### src/rtl/hazard_pkg.sv
`default_nettype none
// ============================================================================
//  Module      : hazard_pkg
//  Description : Shared encodings for the RV32IF pipeline hazard unit:
//                forwarding selects, register-class tags, scoreboard states
//                and the register-match helper.
//  Revision    : 1.0  initial release
// ============================================================================
package hazard_pkg;

  // Forwarding mux selects seen by the E-stage operand muxes
  localparam logic [1:0] FWD_RF = 2'b00;
  localparam logic [1:0] FWD_W  = 2'b01;
  localparam logic [1:0] FWD_M  = 2'b10;

  // Register-class tags attached to every address
  localparam logic REG_INT = 1'b0;
  localparam logic REG_FP  = 1'b1;

  typedef enum logic [1:0] {
    SB_IDLE = 2'd0,
    SB_BUSY = 2'd1,
    SB_WB   = 2'd2
  } sb_state_t;

  // Same address in the same register file. Integer x0 is hard-wired zero and
  // never carries a dependency; fp f0 is an ordinary register and does.
  function automatic logic reg_match(input logic [4:0] a, input logic ca,
                                     input logic [4:0] b, input logic cb);
    return (a == b) && (ca == cb) && !((ca == REG_INT) && (a == 5'd0));
  endfunction

endpackage
`default_nettype wire

### src/rtl/hazard_unit_if.sv
`default_nettype none
// ============================================================================
//  Module      : hazard_unit_if
//  Description : Bundle between the datapath and the hazard unit.
//                master : datapath side (drives stage addresses/controls,
//                         receives forwarding, stall, flush, fp write-back)
//                slave  : hazard unit side
//  Revision    : 1.0  initial release
// ============================================================================
interface hazard_unit_if;
  import hazard_pkg::*;

  // Stage addresses
  logic [4:0] Rs1D, Rs2D, RdD;
  logic [4:0] Rs1E, Rs2E, RdE;
  logic [4:0] RdM, RdW;
  // Register-class tags (REG_FP / REG_INT)
  logic       Rs1FpD, Rs2FpD, RdFpD;
  logic       Rs1FpE, Rs2FpE, RdFpE;
  logic       RdFpM, RdFpW;
  // Stage controls
  logic       RegWriteD, RegWriteE, RegWriteM, RegWriteW;
  logic       ResultSrcE0;
  logic       PCSrcE;
  logic       MulCycD, MulCycE;
  // Pipeline control outputs
  logic [1:0] ForwardAE, ForwardBE;
  logic       StallF, StallD;
  logic       FlushD, FlushE;
  // Iterative-op scoreboard outputs
  logic       FpBusy;
  logic       FpWbValid;
  logic [4:0] FpWbRd;

  modport master (
    output Rs1D, Rs2D, RdD, Rs1E, Rs2E, RdE, RdM, RdW,
    output Rs1FpD, Rs2FpD, RdFpD, Rs1FpE, Rs2FpE, RdFpE, RdFpM, RdFpW,
    output RegWriteD, RegWriteE, RegWriteM, RegWriteW,
    output ResultSrcE0, PCSrcE, MulCycD, MulCycE,
    input  ForwardAE, ForwardBE, StallF, StallD, FlushD, FlushE,
    input  FpBusy, FpWbValid, FpWbRd
  );

  modport slave (
    input  Rs1D, Rs2D, RdD, Rs1E, Rs2E, RdE, RdM, RdW,
    input  Rs1FpD, Rs2FpD, RdFpD, Rs1FpE, Rs2FpE, RdFpE, RdFpM, RdFpW,
    input  RegWriteD, RegWriteE, RegWriteM, RegWriteW,
    input  ResultSrcE0, PCSrcE, MulCycD, MulCycE,
    output ForwardAE, ForwardBE, StallF, StallD, FlushD, FlushE,
    output FpBusy, FpWbValid, FpWbRd
  );

endinterface
`default_nettype wire

### src/rtl/hazard_unit_fp_scoreboard.sv
`default_nettype none
// ============================================================================
//  Module      : fp_scoreboard
//  Description : Single-entry scoreboard for iterative FDIV/FSQRT. Accepts an
//                op when idle, counts a fixed latency, then pulses the result
//                write-back for one cycle.
//  Ports       : clk, reset      clock / async active-high reset
//                i_mul_cyc_e     E stage holds an iterative op
//                i_rd_e          its fp destination
//                o_busy          state != IDLE
//                o_wb_valid      one-cycle write-back pulse
//                o_wb_rd         destination for the pulse
//                o_pend_rd       destination currently tracked
//  Revision    : 1.0  initial release
// ============================================================================
module fp_scoreboard
  import hazard_pkg::*;
#(
  parameter int FDIV_LAT = 16
) (
  input  wire logic       clk,
  input  wire logic       reset,
  input  wire logic       i_mul_cyc_e,
  input  wire logic [4:0] i_rd_e,
  output logic            o_busy,
  output logic            o_wb_valid,
  output logic [4:0]      o_wb_rd,
  output logic [4:0]      o_pend_rd
);

  localparam int CNT_W = $clog2(FDIV_LAT);

  // Accept cycle c -> BUSY from c+1 with FDIV_LAT-2 left, reaching 0 in cycle
  // c+FDIV_LAT-1, so WB lands exactly in cycle c+FDIV_LAT.
  localparam logic [CNT_W-1:0] CNT_LOAD = CNT_W'(FDIV_LAT - 2);
  localparam logic [CNT_W-1:0] CNT_ONE  = CNT_W'(1);

  sb_state_t        r_state;
  logic [CNT_W-1:0] r_cnt;
  logic [4:0]       r_pend_rd;
  logic             r_busy;
  logic             r_wb_valid;
  logic [4:0]       r_wb_rd;

  always_ff @(posedge clk or posedge reset) begin
    if (reset) begin
      r_state    <= SB_IDLE;
      r_cnt      <= '0;
      r_pend_rd  <= '0;
      r_busy     <= 1'b0;
      r_wb_valid <= 1'b0;
      r_wb_rd    <= '0;
    end else begin
      case (r_state)
        SB_IDLE: begin
          if (i_mul_cyc_e) begin
            r_state   <= SB_BUSY;
            r_cnt     <= CNT_LOAD;
            r_pend_rd <= i_rd_e;
            r_busy    <= 1'b1;
          end
        end
        // A second iterative op in E while not idle cannot legally occur
        // (MulCycD stalls it in D); it is simply ignored here.
        SB_BUSY: begin
          if (r_cnt != '0) begin
            r_cnt <= r_cnt - CNT_ONE;
          end else begin
            r_state    <= SB_WB;
            r_wb_valid <= 1'b1;
            r_wb_rd    <= r_pend_rd;
          end
        end
        SB_WB: begin
          r_state    <= SB_IDLE;
          r_busy     <= 1'b0;
          r_wb_valid <= 1'b0;
          r_wb_rd    <= '0;
        end
        default: begin
          r_state    <= SB_IDLE;
          r_busy     <= 1'b0;
          r_wb_valid <= 1'b0;
          r_wb_rd    <= '0;
        end
      endcase
    end
  end

  assign o_busy     = r_busy;
  assign o_wb_valid = r_wb_valid;
  assign o_wb_rd    = r_wb_rd;
  assign o_pend_rd  = r_pend_rd;

endmodule
`default_nettype wire

### src/rtl/hazard_unit.sv
`default_nettype none
// ============================================================================
//  Module      : hazard_unit
//  Description : Pipeline control for the 5-stage RV32IF datapath: operand
//                forwarding, load-use and scoreboard stalls, branch flushes,
//                and the write-back pulse for iterative FDIV/FSQRT results.
//  Ports       : clk, reset  clock / async active-high reset
//                hz (slave)  stage addresses, class tags and controls in;
//                            ForwardAE/BE, StallF/D, FlushD/E, FpBusy,
//                            FpWbValid, FpWbRd out
//  Revision    : 1.0  initial release
// ============================================================================
module hazard_unit
  import hazard_pkg::*;
#(
  parameter int FDIV_LAT = 16
) (
  input  wire logic   clk,
  input  wire logic   reset,
  hazard_unit_if.slave hz
);

  logic [1:0] w_fwd_a;
  logic [1:0] w_fwd_b;
  logic       w_lw_stall;
  logic       w_sb_stall;
  logic       w_stall;
  logic       w_busy;
  logic       w_wb_valid;
  logic [4:0] w_wb_rd;
  logic [4:0] w_pend_rd;

  fp_scoreboard #(
    .FDIV_LAT (FDIV_LAT)
  ) u_sb (
    .clk         (clk),
    .reset       (reset),
    .i_mul_cyc_e (hz.MulCycE),
    .i_rd_e      (hz.RdE),
    .o_busy      (w_busy),
    .o_wb_valid  (w_wb_valid),
    .o_wb_rd     (w_wb_rd),
    .o_pend_rd   (w_pend_rd)
  );

  // M is the younger producer, so it wins over W.
  always_comb begin
    w_fwd_a = FWD_RF;
    if (hz.RegWriteM && reg_match(hz.RdM, hz.RdFpM, hz.Rs1E, hz.Rs1FpE))
      w_fwd_a = FWD_M;
    else if (hz.RegWriteW && reg_match(hz.RdW, hz.RdFpW, hz.Rs1E, hz.Rs1FpE))
      w_fwd_a = FWD_W;
  end

  always_comb begin
    w_fwd_b = FWD_RF;
    if (hz.RegWriteM && reg_match(hz.RdM, hz.RdFpM, hz.Rs2E, hz.Rs2FpE))
      w_fwd_b = FWD_M;
    else if (hz.RegWriteW && reg_match(hz.RdW, hz.RdFpW, hz.Rs2E, hz.Rs2FpE))
      w_fwd_b = FWD_W;
  end

  assign w_lw_stall = hz.ResultSrcE0 && hz.RegWriteE &&
                      (reg_match(hz.RdE, hz.RdFpE, hz.Rs1D, hz.Rs1FpD) ||
                       reg_match(hz.RdE, hz.RdFpE, hz.Rs2D, hz.Rs2FpD));

  // RAW on the pending fp destination, WAW on it, or a second iterative op
  // wanting the single scoreboard entry. Stays high through the WB cycle so
  // the reader issues only once the register file holds the result.
  assign w_sb_stall = w_busy &&
                      (((hz.Rs1FpD == REG_FP) && (hz.Rs1D == w_pend_rd)) ||
                       ((hz.Rs2FpD == REG_FP) && (hz.Rs2D == w_pend_rd)) ||
                       (hz.RegWriteD && (hz.RdFpD == REG_FP) && (hz.RdD == w_pend_rd)) ||
                       hz.MulCycD);

  // A taken branch discards D anyway; stalling would lose its target PC.
  assign w_stall = (w_lw_stall || w_sb_stall) && !hz.PCSrcE;

  assign hz.ForwardAE = w_fwd_a;
  assign hz.ForwardBE = w_fwd_b;
  assign hz.StallF    = w_stall;
  assign hz.StallD    = w_stall;
  assign hz.FlushD    = hz.PCSrcE;
  assign hz.FlushE    = hz.PCSrcE || w_lw_stall || w_sb_stall;
  assign hz.FpBusy    = w_busy;
  assign hz.FpWbValid = w_wb_valid;
  assign hz.FpWbRd    = w_wb_rd;

endmodule
`default_nettype wire

### src/flat_wrapper.sv
// flat-port wrapper written by rule: the top's interface ports become plain ports
module hazard_unit_flat import hazard_pkg::*;
#(
  parameter int FDIV_LAT = 16
)
  (clk, reset, hz_Rs1D, hz_Rs2D, hz_RdD, hz_Rs1E, hz_Rs2E, hz_RdE, hz_RdM, hz_RdW, hz_Rs1FpD, hz_Rs2FpD, hz_RdFpD, hz_Rs1FpE, hz_Rs2FpE, hz_RdFpE, hz_RdFpM, hz_RdFpW, hz_RegWriteD, hz_RegWriteE, hz_RegWriteM, hz_RegWriteW, hz_ResultSrcE0, hz_PCSrcE, hz_MulCycD, hz_MulCycE, hz_ForwardAE, hz_ForwardBE, hz_StallF, hz_StallD, hz_FlushD, hz_FlushE, hz_FpBusy, hz_FpWbValid, hz_FpWbRd);
  hazard_unit_if hz_i ();
  input  wire logic clk;
  input  wire logic reset;
  input wire logic [$bits(hz_i.Rs1D)-1:0] hz_Rs1D;
  input wire logic [$bits(hz_i.Rs2D)-1:0] hz_Rs2D;
  input wire logic [$bits(hz_i.RdD)-1:0] hz_RdD;
  input wire logic [$bits(hz_i.Rs1E)-1:0] hz_Rs1E;
  input wire logic [$bits(hz_i.Rs2E)-1:0] hz_Rs2E;
  input wire logic [$bits(hz_i.RdE)-1:0] hz_RdE;
  input wire logic [$bits(hz_i.RdM)-1:0] hz_RdM;
  input wire logic [$bits(hz_i.RdW)-1:0] hz_RdW;
  input wire logic [$bits(hz_i.Rs1FpD)-1:0] hz_Rs1FpD;
  input wire logic [$bits(hz_i.Rs2FpD)-1:0] hz_Rs2FpD;
  input wire logic [$bits(hz_i.RdFpD)-1:0] hz_RdFpD;
  input wire logic [$bits(hz_i.Rs1FpE)-1:0] hz_Rs1FpE;
  input wire logic [$bits(hz_i.Rs2FpE)-1:0] hz_Rs2FpE;
  input wire logic [$bits(hz_i.RdFpE)-1:0] hz_RdFpE;
  input wire logic [$bits(hz_i.RdFpM)-1:0] hz_RdFpM;
  input wire logic [$bits(hz_i.RdFpW)-1:0] hz_RdFpW;
  input wire logic [$bits(hz_i.RegWriteD)-1:0] hz_RegWriteD;
  input wire logic [$bits(hz_i.RegWriteE)-1:0] hz_RegWriteE;
  input wire logic [$bits(hz_i.RegWriteM)-1:0] hz_RegWriteM;
  input wire logic [$bits(hz_i.RegWriteW)-1:0] hz_RegWriteW;
  input wire logic [$bits(hz_i.ResultSrcE0)-1:0] hz_ResultSrcE0;
  input wire logic [$bits(hz_i.PCSrcE)-1:0] hz_PCSrcE;
  input wire logic [$bits(hz_i.MulCycD)-1:0] hz_MulCycD;
  input wire logic [$bits(hz_i.MulCycE)-1:0] hz_MulCycE;
  output wire logic [$bits(hz_i.ForwardAE)-1:0] hz_ForwardAE;
  output wire logic [$bits(hz_i.ForwardBE)-1:0] hz_ForwardBE;
  output wire logic [$bits(hz_i.StallF)-1:0] hz_StallF;
  output wire logic [$bits(hz_i.StallD)-1:0] hz_StallD;
  output wire logic [$bits(hz_i.FlushD)-1:0] hz_FlushD;
  output wire logic [$bits(hz_i.FlushE)-1:0] hz_FlushE;
  output wire logic [$bits(hz_i.FpBusy)-1:0] hz_FpBusy;
  output wire logic [$bits(hz_i.FpWbValid)-1:0] hz_FpWbValid;
  output wire logic [$bits(hz_i.FpWbRd)-1:0] hz_FpWbRd;
  assign hz_i.Rs1D = hz_Rs1D;
  assign hz_i.Rs2D = hz_Rs2D;
  assign hz_i.RdD = hz_RdD;
  assign hz_i.Rs1E = hz_Rs1E;
  assign hz_i.Rs2E = hz_Rs2E;
  assign hz_i.RdE = hz_RdE;
  assign hz_i.RdM = hz_RdM;
  assign hz_i.RdW = hz_RdW;
  assign hz_i.Rs1FpD = hz_Rs1FpD;
  assign hz_i.Rs2FpD = hz_Rs2FpD;
  assign hz_i.RdFpD = hz_RdFpD;
  assign hz_i.Rs1FpE = hz_Rs1FpE;
  assign hz_i.Rs2FpE = hz_Rs2FpE;
  assign hz_i.RdFpE = hz_RdFpE;
  assign hz_i.RdFpM = hz_RdFpM;
  assign hz_i.RdFpW = hz_RdFpW;
  assign hz_i.RegWriteD = hz_RegWriteD;
  assign hz_i.RegWriteE = hz_RegWriteE;
  assign hz_i.RegWriteM = hz_RegWriteM;
  assign hz_i.RegWriteW = hz_RegWriteW;
  assign hz_i.ResultSrcE0 = hz_ResultSrcE0;
  assign hz_i.PCSrcE = hz_PCSrcE;
  assign hz_i.MulCycD = hz_MulCycD;
  assign hz_i.MulCycE = hz_MulCycE;
  assign hz_ForwardAE = hz_i.ForwardAE;
  assign hz_ForwardBE = hz_i.ForwardBE;
  assign hz_StallF = hz_i.StallF;
  assign hz_StallD = hz_i.StallD;
  assign hz_FlushD = hz_i.FlushD;
  assign hz_FlushE = hz_i.FlushE;
  assign hz_FpBusy = hz_i.FpBusy;
  assign hz_FpWbValid = hz_i.FpWbValid;
  assign hz_FpWbRd = hz_i.FpWbRd;
  hazard_unit #(.FDIV_LAT(FDIV_LAT)) u_core (.clk(clk), .reset(reset), .hz(hz_i));
endmodule
### config.mk
export PLATFORM = sky130hd
export DESIGN_NAME = hazard_unit_flat
export DESIGN_NICKNAME = d
export VERILOG_FILES = /design/src/rtl/hazard_pkg.sv /design/src/rtl/hazard_unit_if.sv /design/src/rtl/hazard_unit_fp_scoreboard.sv /design/src/rtl/hazard_unit.sv /design/src/flat_wrapper.sv
export SDC_FILE = /design/constraint.sdc
export NUM_CORES = 1
export LEC_CHECK = 0
export BUFFER_PORTS_ARGS = -buffer_cell sky130_fd_sc_hd__buf_2
export CORE_MARGIN = 2
export CORE_UTILIZATION = 45
export CTS_CLUSTER_DIAMETER = 100
export DETAILED_ROUTE_END_ITERATION = 10
export PLACE_DENSITY_LB_ADDON = 0.3
export SETUP_SLACK_MARGIN = 0.4
export SLEW_MARGIN = 0
export SYNTH_ARGS = -nofsm -noshare
export SYNTH_HDL_FRONTEND = slang
export SYNTH_SLANG_ARGS = --single-unit
export TNS_END_PERCENT = 10
### constraint.sdc
create_clock -name clk -period 2.2 [get_ports clk]
set_input_delay 0.33 -clock clk [delete_from_list [all_inputs] [get_ports clk]]
set_output_delay 0.33 -clock clk [all_outputs]
set_load 0.1 [all_outputs]
==> flow_summary.toml <==
[layout]
layout.cells.non_filler = 274
diodes = 0
area_delta_synth_final_pct = 45.2
final_area_mm2 = 0.00206
final_util_pct = 68.1
drive_gt1_share_pct = 42.6
nets = 290

[sta]
drv_slew = 0
timing.slew.headroom_pct = 57.4
hold_ws_ns = 0.0957
hold_viol_final = 0
rsz0062_at_grt = "true"
fin_skew_ns = 0.000717
min_period_over_period_pct = 108
setup_viol = 3
fin_ws_ns = -0.184
worst_pin_slew_ns = 0.638
fmax_ghz = 0.420
period_needed_ns = 2.38

[setup_path]
cp-start-kind = "flip-flop"
critPathArrivalTime_ns = 2.05
worstSetupStartpoint = "u_core.u_sb.o_pend_rd[2]$_DFFE_PP0P_"
crit_slowest_cell = "dfrtp_2"
r2r_setup_slack_ns = 0.68
required_ns = 1.87
regToRegEndpoint = "u_core.u_sb.o_wb_rd[1]$_DFFE_PP0P_"
r2r_cells = 6
cp_cell_sequence = "xor2_1 > nor4_2 > a31oi_1 > a31o_1 > a21oi_4 > buf_12"
r2r-start = "u_core.u_sb.r_cnt[0]$_DFFE_PP0P_"
end_kind = "output port"
max_stage_delay_ns = 0.45
crit_fanout = 4
worstSetupPathType = "reg -> out"

[synth]
yosys.area.top_type = "dfrtp_1"
synth_cells = 156
synthArstFlopShare_pct = 100
synth_cell_types = 31
yosys-top-cells-area = "dfrtp_1 32%, xor2_1 17%, xnor2_1 15%"
synthesis.area_mm2 = 0.00142
ys_ff_latch = 18
synth_top_area_share_pct = 31.7
synth-main-ff-cell = "dfrtp_1"
synth_fp_nets = 215
seq_area_frac_synth_pct = 31.7
yosys_warnings = 0
synth_edf_count = 0
avgSynthCellArea_um2 = 9.10

[drt]
highest_layer = "met4"
m1WireLength_um = 1610
routed_wl_um = 3730
drc = 0
num_vias = 1362
wire_per_inst_um = 13.6
final_antenna_net_count = 0
dr_wl_met2_um = 1850
drtIter0Drc = 62
vias_per_cell = 4.97
route.met3.wl_um = 218
first_pass_iters = 4

[clocking]
cts_made_buffers = 3
cts_tree = "yes"
clk_latency_ns = 0.30
clkTransAtPathRegs_ns = 0.10
cts_buffer_depth = 2
root_buffer = "clkbuf_4"
htree_levels = 1
clock_sinks = 18

[die]
dieWidth_um = 60.2
die_h_um = 60.2
num_rows = 20
die-area_mm2 = 0.00362
ios = 73
initial_core_util_pct = 46.9
core_area_mm2 = 0.00303

[placement]
dp_hpwl_um = 3030
gp_congestion = 0.805
portBuffers = 72
dp_cells = 265
post_dp_cell_area_mm2 = 0.00193

[global_route]
grt_pass1_wl_um = 5830
antenna_found_initial = 0
grt_pass1_vias = 1341
grt_overflow = 0
grt_max_degree = 19
grt_usage_pct = 21.8

[run_status]
status = "complete, but fails checks"
violations = "negative setup slack"

[power_and_ir_drop]
vdd_drop_max_mv = 0.688
leakage_nw = 0.953
powerDensity_mw_per_mm2 = 935

[flow_run]
max_cap_violations = 0

[hold_path]
hold_class = "in -> async"
==> layout make-up <==
class	count	area, µm²
clock buffers	4	36.3
flip-flops and latches	18	457
repair buffers	78	513
inverters	5	18.8
well taps	44	55.1
fillers	252	967
multi-input cells	125	981
==> flip-flops by register name, indices dropped and copies added (netlist names) <==
register and cells:
u_core.u_sb.o_pend_rd 5, u_core.u_sb.o_wb_rd 5, u_core.u_sb.r_cnt 4, u_core.u_sb.r_state 2
u_core.u_sb.o_wb_valid 1, u_core.u_sb.o_busy 1
==> report_power, final <==
group          internal (mW)  leakage (nW)  switching, mW  total [mW]
logic                  0.405         0.716          0.727        1.13
clock network          0.101        0.0210          0.102       0.203
registers              0.465         0.216          0.127       0.592
==> synthesized netlist by cell type, types with 2 or more instances <==
cell type   n
a21o_1      3
a21oi_1     2
a22o_1      5
a31oi_1     2
buf_4       2
clkbuf_1    5
dfrtp_1    18
inv_1       5
nand2_1    19
nand2b_1    3
nand3_1     4
nand4_1     5
nor2_1      3
nor3_1      2
nor3_2      2
nor4_1      9
o21ai_1     3
xnor2_1    24
xor2_1     28
==> placed cells by master, fill, tap and decap left out, types with 4 or more instances in the layout <==
master	n
a22o_1	5
buf_12	5
buf_2	63
buf_4	6
dfrtp_1	13
dfrtp_2	5
inv_1	5
nand2_1	19
nand3_1	4
nand4_1	5
nor4_1	5
xnor2_1	24
xor2_1	28
==> worst max-delay path by stage <==
stage                 endpoint  cells after the start
2_1_floorplan  hz_ForwardAE[0]                      4
3_3_place_gp         hz_StallF                      6
3_5_place_dp         hz_StallF                      6
4_1_cts              hz_StallF                      6
5_1_grt              hz_StallD                      7
6_report             hz_StallF                      6
==> cell families after synthesis <==
family                   synth area share, %
AO/OA/AOI/OAI                           10.6
XOR/XNOR                                32.1
adder cells (fa/ha/maj)                0.882
buffers and inverters                   4.06
flip-flops                              31.7
AND/OR/NAND/NOR                         20.6
==> critical path, delay by kind of cell, from the launching register on <==
family	cells	cell delay, ns
xor+xnor	1	0.19
simple gates	1	0.32
flops	1	0.45
compound gates	3	0.59
buf+inv	1	0.20
==> layer usage <==
layer  vias up  global-route usage, %
met5         -                      0
met4         0                   7.62
met3         5                   3.25
met2        42                   37.0
met1       624                   28.0
li1        691                      -
==> through the flow <==
step	power [mW]	worst slack, ns	setup TNS [ns]
global route	2.06	-0.259	-0.708
CTS	1.92	-0.131	-0.324
global placement	1.61	0.0910	0
floorplan	1.39	-0.290	-1.06
finish	1.93	-0.184	-0.482
detailed placement	1.63	0.0915	0
==> what timing repair did <==
| item | in CTS | in global routing |
|---|---|---|
| gates resized for setup | 16 | 2 |
| pin swaps | 14 | 6 |
| setup buffers | 5 | 0 |
| hold buffers | 0 | 0 |
| setup endpoints to repair | 7 | 8 |
No activity file was read; power rests on OpenSTA's default activity.
